[config.mk]
export PLATFORM = sky130hd
export DESIGN_NAME = instruction_fetch_unit
export DESIGN_NICKNAME = d
export VERILOG_FILES = /design/src/rtl/kgp_risc_pkg.sv /design/src/rtl/ifu_wait_timer.sv /design/src/rtl/instruction_fetch_unit.sv
export SDC_FILE = /design/constraint.sdc
export NUM_CORES = 1
export LEC_CHECK = 0
export CORE_MARGIN = 4
export CORE_UTILIZATION = 42
export DETAILED_ROUTE_END_ITERATION = 12
export HOLD_SLACK_MARGIN = 0.03
export PLACE_DENSITY_LB_ADDON = 0.1
export SLEW_MARGIN = 10
export SYNTH_ARGS = -nofsm -noshare
export SYNTH_HDL_FRONTEND = slang
export SYNTH_SLANG_ARGS = --single-unit
[constraint.sdc]
create_clock -name clk -period 3 [get_ports clk]
set_input_delay 0.6 -clock clk [delete_from_list [all_inputs] [get_ports clk]]
set_output_delay 0.6 -clock clk [all_outputs]
set_load 0.01 [all_outputs]
[src/rtl/kgp_risc_pkg.sv]
// Shared KGP-RISC definitions: fetch FSM state encoding, default datapath widths
// and the architectural reset PC.
package kgp_risc_pkg;

    localparam int unsigned ADDR_W_DEF   = 32;
    localparam int unsigned INSTR_W_DEF  = 32;
    localparam logic [31:0] RESET_PC_DEF = 32'd0;

    typedef enum logic [1:0] {
        S_REQ  = 2'd0,
        S_WAIT = 2'd1,
        S_HOLD = 2'd2,
        S_ERR  = 2'd3
    } ifu_state_t;

endpackage

[src/rtl/ifu_wait_timer.sv]
// Loadable up-counter with a terminal-count flag, used as the fetch response watchdog.
// Only present when IFU_FETCH_TIMEOUT_EN is defined.
`ifdef IFU_FETCH_TIMEOUT_EN
module ifu_wait_timer #(
    parameter int unsigned CNT_W  = 8,
    parameter int unsigned TC_VAL = 255
) (
    input  logic clk,
    input  logic rst,
    input  logic i_load,
    input  logic i_en,
    output logic o_tc
);

    logic [CNT_W-1:0] r_cnt;

    // Flags the cycle whose increment makes the count reach TC_VAL.
    assign o_tc = i_en && (r_cnt == CNT_W'(TC_VAL - 1));

    // Wait counter: cleared on load, counts every enabled cycle.
    always_ff @(posedge clk) begin
        if (!rst) begin
            r_cnt <= {CNT_W{1'b0}};
        end else if (i_load) begin
            r_cnt <= {CNT_W{1'b0}};
        end else if (i_en) begin
            r_cnt <= r_cnt + CNT_W'(1);
        end
    end

endmodule
`endif

[src/rtl/instruction_fetch_unit.sv]
// KGP-RISC PC and instruction-fetch stage (req/gnt/rvalid fetch, hold-for-decode).
// Optional response watchdog enabled by IFU_FETCH_TIMEOUT_EN.
module instruction_fetch_unit
    import kgp_risc_pkg::*;
#(
    parameter int unsigned       ADDR_W      = ADDR_W_DEF,
    parameter int unsigned       INSTR_W     = INSTR_W_DEF,
    parameter logic [ADDR_W-1:0] RESET_PC    = ADDR_W'(RESET_PC_DEF),
    parameter int unsigned       TIMEOUT_CYC = 255
) (
    input  logic               clk,
    input  logic               rst,
    input  logic               halt,
    output logic               imem_req,
    output logic [ADDR_W-1:0]  imem_addr,
    input  logic               imem_gnt,
    input  logic               imem_rvalid,
    input  logic [INSTR_W-1:0] imem_rdata,
    output logic               id_valid,
    input  logic               id_ready,
    output logic [INSTR_W-1:0] id_instr,
    output logic [ADDR_W-1:0]  pc,
    input  logic [ADDR_W-1:0]  next_pc,
    output logic               fetch_err
);

    ifu_state_t          r_state;
    logic [ADDR_W-1:0]   r_pc;
    logic                r_id_valid;
    logic [INSTR_W-1:0]  r_id_instr;
    logic                w_imem_req;
    logic                w_tmr_tc;

    // Request is suppressed while reset is held so nothing is issued in the reset cycle.
    assign w_imem_req = rst && (r_state == S_REQ) && !halt;

`ifdef IFU_FETCH_TIMEOUT_EN
    localparam int unsigned CNT_W = $clog2(TIMEOUT_CYC + 1);

    logic r_fetch_err;
    logic w_tmr_load;
    logic w_tmr_en;

    assign w_tmr_load = w_imem_req && imem_gnt;
    assign w_tmr_en   = (r_state == S_WAIT) && !imem_rvalid;

    ifu_wait_timer #(
        .CNT_W  (CNT_W),
        .TC_VAL (TIMEOUT_CYC)
    ) u_wait_timer (
        .clk    (clk),
        .rst    (rst),
        .i_load (w_tmr_load),
        .i_en   (w_tmr_en),
        .o_tc   (w_tmr_tc)
    );

    assign fetch_err = r_fetch_err;
`else
    assign w_tmr_tc  = 1'b0;
    assign fetch_err = 1'b0;
`endif

    // Fetch FSM with registered PC, instruction holding register and error flag.
    always_ff @(posedge clk) begin
        if (!rst) begin
            r_state    <= S_REQ;
            r_pc       <= RESET_PC;
            r_id_valid <= 1'b0;
            r_id_instr <= {INSTR_W{1'b0}};
`ifdef IFU_FETCH_TIMEOUT_EN
            r_fetch_err <= 1'b0;
`endif
        end else begin
            case (r_state)
                S_REQ: begin
                    r_id_valid <= 1'b0;
                    if (w_imem_req && imem_gnt) begin
                        r_state <= S_WAIT;
                    end
                end
                S_WAIT: begin
                    if (imem_rvalid) begin
                        r_id_instr <= imem_rdata;
                        r_id_valid <= 1'b1;
                        r_state    <= S_HOLD;
                    end else if (w_tmr_tc) begin
`ifdef IFU_FETCH_TIMEOUT_EN
                        r_fetch_err <= 1'b1;
`endif
                        r_state <= S_ERR;
                    end
                end
                S_HOLD: begin
                    // next_pc only matters on the retire handshake edge.
                    if (id_ready) begin
                        r_pc       <= next_pc;
                        r_id_valid <= 1'b0;
                        r_state    <= S_REQ;
                    end
                end
`ifdef IFU_FETCH_TIMEOUT_EN
                S_ERR: begin
                    r_id_valid  <= 1'b0;
                    r_fetch_err <= 1'b1;
                end
`endif
                default: begin
                    r_id_valid <= 1'b0;
                    r_state    <= S_REQ;
                end
            endcase
        end
    end

    assign imem_req  = w_imem_req;
    assign imem_addr = r_pc;
    assign pc        = r_pc;
    assign id_valid  = r_id_valid;
    assign id_instr  = r_id_instr;

endmodule

==> impl_metrics.toml, run 1 <==
[drt]
wl_per_cell_um = 13.2
drtIter0Drc = 61
drc = 0
postRouteWirelength_um = 7390
via_per_inst = 4.53
ant_nets = 0
first_pass_iters = 4
vias = 2534

[yosys]
synth_mux_area_share_pct = 0
netlist_area_um2 = 3050
synth.avg_cell_area_um2 = 9.07
synth_seq_area_share_pct = 44.0
netlist_instances = 336
synth_compound_area_share_pct = 14.7
synth_fa_ha_area_share_pct = 0
yosys.area_share.simple_pct = 25.5
synth_xor_area_share_pct = 0
ys_ff_latch = 67
synth_top_family_by_area = "simple AND/OR/NAND/NOR gates"
syn-num-nets = 406
synth_cell_types = 24
synth_warnings = 0

[power]
power_leakage_nw = 1.66
power_density_nw_per_um2 = 399
fin_total_pwr_mw = 1.83
irDropWorstVdd_mv = 0.253

[global_route]
grt_pass1_vias = 2377
overflow = 0
grt_max_degree = 67
antenna_found_initial = 0
track_usage_pct = 16.7
grt_pass1_wl_um = 11600

[cells_and_area]
drive_gt1_share_pct = 16.6
fillerInstances = 624
nets = 528
final_cells = 559
fin_area_um2 = 4590
syn2layout_area_growth_pct = 50.6
num_antenna_cells = 0

[placement]
portBuffers = 167
dpl.cell_count = 543
place_area_um2 = 4410
hpwl_um = 5440
routabilityCongestion = 0.696

[hold_path]
hold_class = "reg -> reg"

[floorplanning]
start_util_pct = 44.1
die_w_um = 93.2
fp.dieH_um = 93.2
floorplan.rows = 30
fp.dieArea_um2 = 8680
core_um2 = 6910
pin_count = 169

[timing]
drv_slew = 0
max_freq_ghz = 0.427
worstMarginPinSlew_ns = 0.699
hold_viol = 0
post-route-period-util_pct = 78.1
skew_ns = 0.00914
relSlewSlack_pct = 53.4
fin_crit_ns = 2.34
hold_slack_ns = 0.453
rsz0062_at_grt = "false"
fin_setup_tns_ns = 0
finalSetupViolations = 0

[clock_network]
cts_sinks = 67
clock_path_buffers = 2
postCtsSetupRepairBufs = 0
clkLatencyLatePin_ns = 0.33
root_buffer = "clkbuf_8"
cts_buffers = 9
cts_max_level = 3
clk_pin_slew_ns = 0.07
ctsResizeCount = 0
cts_tree = "done"
cts_hold_buf = 0

[critical_path]
cp.arrival_ns = 1.74
crit_fanout = 2
worstSetupPathType = "in -> out"
start_kind = "primary input"
required_ns = 2.40
cp-end-kind = "output port"

[status]
status = "finished clean"

[run]
max_cap_viol_count = 0
## cell type report
| cell class | count | area (µm²) | share of cell area [%] |
|---|---|---|---|
| clock inverters | 4 | 25.0 | 0.545 |
| well taps | 96 | 120 | 2.62 |
| clock buffers | 12 | 155 | 3.38 |
| multi-input cells | 208 | 1230 | 26.8 |
| flip-flops and latches | 67 | 1340 | 29.2 |
| repair buffers | 172 | 1720 | 37.5 |
## state kept, by name (all words and copies together), names as in the netlist
name / count
id_instr: 32
r_state: 2
imem_addr: 32
id_valid: 1
## critical path, stage by stage
cell and delay (ns):
clkdlybuf4s50_1 0.41, nor3_1 0.17, clkdlybuf4s50_1 0.56
## where the power goes
| group | internal, mW | switching (mW) | total [mW] | leakage [nW] |
|---|---|---|---|---|
| sequential | 0.906 | 0.0128 | 0.919 | 0.541 |
| clock | 0.343 | 0.332 | 0.674 | 0.0884 |
| combinational | 0.138 | 0.0979 | 0.236 | 1.03 |
| total | 1.39 | 0.442 | 1.83 | 1.66 |
## path summary, 6_finish.rpt
kind	from	endpoint	slack [ns]	depth (start not counted)
worst max register to register	r_state[0]	id_instr[13]	1.40	4
worst min-delay path	id_instr[18]	id_instr[18]	0.45	2
worst max-delay path	halt	imem_req	0.66	3
worst min register to register	id_instr[18]	id_instr[18]	0.45	2
## metal layers
metal	vias up	track usage [%]	wire, µm
met5	-	0	0
met2	91	26.6	3490
met3	8	5.15	599
li1	1343	-	-
met1	1092	21.1	3220
met4	0	6.23	78
## cell usage after synthesis, drive strengths merged
cell / number / area share (%)
buf: 54 / 15
a21boi: 1 / 0.25
nand2: 65 / 8.0
clkbuf: 7 / 1.0
a21oi: 1 / 0.16
dfxtp: 67 / 44
nor2: 4 / 0.49
and3: 1 / 0.21
nand3: 64 / 15
conb: 1 / 0.12
o21a: 1 / 0.25
nor3: 1 / 0.16
nand3b: 2 / 1.3
nand2b: 1 / 0.21
nor2b: 1 / 0.21
o21ai: 65 / 14
## cell families after synthesis
logic type      after synthesis
compound gates               68
buf+inv                      61
flops                        67
other cells                   1
simple gates                139
## placed cells by master, fill, tap and decap left out
cell and count:
clkdlybuf4s50_1 166, dfxtp_1 67, nand2_1 65, nand3_1 37, o21ai_0 30, nand3_2 27
o21ai_2 27, clkbuf_8 11, o21ai_1 8, buf_4 5, nor2_1 4, nand3b_4 2
clkinv_2 2, clkinvlp_4 2, nand2b_1 1, nor3_1 1, nor2b_1 1, a21oi_1 1
and3_1 1, o21a_1 1, a21boi_0 1, conb_1 1, clkbuf_1 1, buf_12 1
## metrics by stage
step | setup slack [ns] | util [%]
4_1_cts | 0.648 | 66.4
3_3_place_gp | 0.650 | 63.8
5_1_grt | 0.577 | 66.4
3_5_place_dp | 0.666 | 63.8
6_report | 0.658 | 66.4
2_1_floorplan | 1.35 | -
(Power assumes the default switching activity.)
==> run 2, diff against run 1 <==
- CORE_UTILIZATION: 42 -> 39
- clock period: 3 -> 2.22 ns (I/O delays scaled with it)
==> impl_metrics.toml, run 2 (synthesized netlist as in run 1, its figures left out) <==
[status]
status = "finished clean"

[cells_and_area]
syn2layout_area_growth_pct = 51.1
drive_gt1_share_pct = 16.3
mostFrequentLayoutCell = "clkdlybuf4s50_1"
mostFrequentLayoutCells = "clkdlybuf4s50_1, dfxtp_1, nand2_1"
num_antenna_cells = 0
fin_area_um2 = 4610
multi_input_area_um2 = 1230
nets = 528
fillerInstances = 627
ff_latch_area_um2 = 1340

[timing]
skew_ns = 0.00824
fin_setup_tns_ns = 0
worstMarginPinSlew_ns = 0.608
drv_slew = 0
setup_slack_ns = 0.188
finalSetupViolations = 0
hold_viol = 0
max_freq_ghz = 0.492
rsz0062_at_grt = "false"
post-route-period-util_pct = 91.5
fin_crit_ns = 2.03
relSlewSlack_pct = 59.5

[clock_network]
clkLatencyLatePin_ns = 0.33
clk_pin_slew_ns = 0.06
cts_hold_buf = 0
cts_sinks = 67
cts_tree = "done"
clock_path_buffers = 2
postCtsSetupRepairBufs = 0
root_buffer = "clkbuf_8"
ctsResizeCount = 0
cts_buffers = 9
cts_max_level = 3

[drt]
drtIter0Drc = 80
met1_length_um = 3110
wl_met2_um = 3640
ant_nets = 0
vias = 2587
wl_per_cell_um = 13.3
drc = 0
via_per_inst = 4.62
top_layer = "met4"
postRouteWirelength_um = 7450
dr_wl_met3_um = 599
first_pass_iters = 4

[floorplanning]
start_util_pct = 41.1
die_w_um = 96.4
core_um2 = 7410
pin_count = 169
fp.dieH_um = 96.4
fp.dieArea_um2 = 9290
floorplan.rows = 31

[hold_path]
hold_class = "in -> reg"
hold_depth = 3

[power]
irDropWorstVdd_mv = 0.333
power_density_nw_per_um2 = 533
power_leakage_nw = 1.67
fin_total_pwr_mw = 2.45

[critical_path]
cp-end-kind = "output port"
r2r.worst_path.cells = 3
start_kind = "register"
crit_path_max_incr_delay_ns = 0.56
crit_chain = "nand2b_1, nor3_1, clkdlybuf4s50_1"
reg2reg_setup_slack_ns = 0.77
critPathSlowestCell = "clkdlybuf4s50_1"
required_ns = 1.78
worstSetupPathType = "reg -> out"
cp.arrival_ns = 1.59
crit_fanout = 6

[global_route]
grt_max_degree = 131
antenna_found_initial = 0
track_usage_pct = 15.1
grt_pass1_wl_um = 10900
overflow = 0
grt_pass1_vias = 2310

[placement]
routabilityCongestion = 0.711
portBuffers = 167
hpwl_um = 5320
place_area_um2 = 4440
dp_slack_ns = 0.189

[run]
max_cap_viol_count = 0
-- run 2: cell count changes in the layout (fill, tap and decap cells not counted), sizes merged --
cell	previous run	this run
clkinv	2	1
clkinvlp	2	1
-- run 2: final cells by class --
type	count	area share [%]
Clock buffer	12	3.37
Clock inverter	2	0.272
Multi-Input combinational cell	208	26.7
Sequential cell	67	29.1
Tap cell	99	2.69
Timing Repair Buffer	172	37.9
-- run 2: layer usage --
layer	vias to the layer above	GRT usage [%]
met5	-	0
met2	86	24.9
met1	1145	18.2
met4	0	6.31
li1	1347	-
met3	9	4.73
-- run 2: final timing paths --
kind	start	endpoint
worst max-delay path	r_state[1]	imem_req
worst min-delay path	rst	r_state[0]
worst max register to register	r_state[0]	imem_addr[26]
worst min register to register	id_instr[27]	id_instr[27]
-- run 2: worst max-delay path: cells and delay by family, from the launching register on --
family	cells	cell delay, ns
and+or+nand+nor	2	0.33
buffers and inverters	1	0.56
DFF	1	0.37
-- run 2: power breakdown --
| part | internal [mW] | switching, mW |
|---|---|---|
| clock | 0.453 | 0.435 |
| sequential | 1.22 | 0.0174 |
| combinational | 0.189 | 0.133 |
| total | 1.87 | 0.585 |
-- run 2: stage by stage --
step	instances	util (%)	hold slack (ns)
global placement	546	59.9	0.443
CTS	560	62.2	0.431
detailed placement	546	59.9	0.443
floorplan	336	-	0.481
global route	560	62.2	0.451
finish	560	62.2	0.441
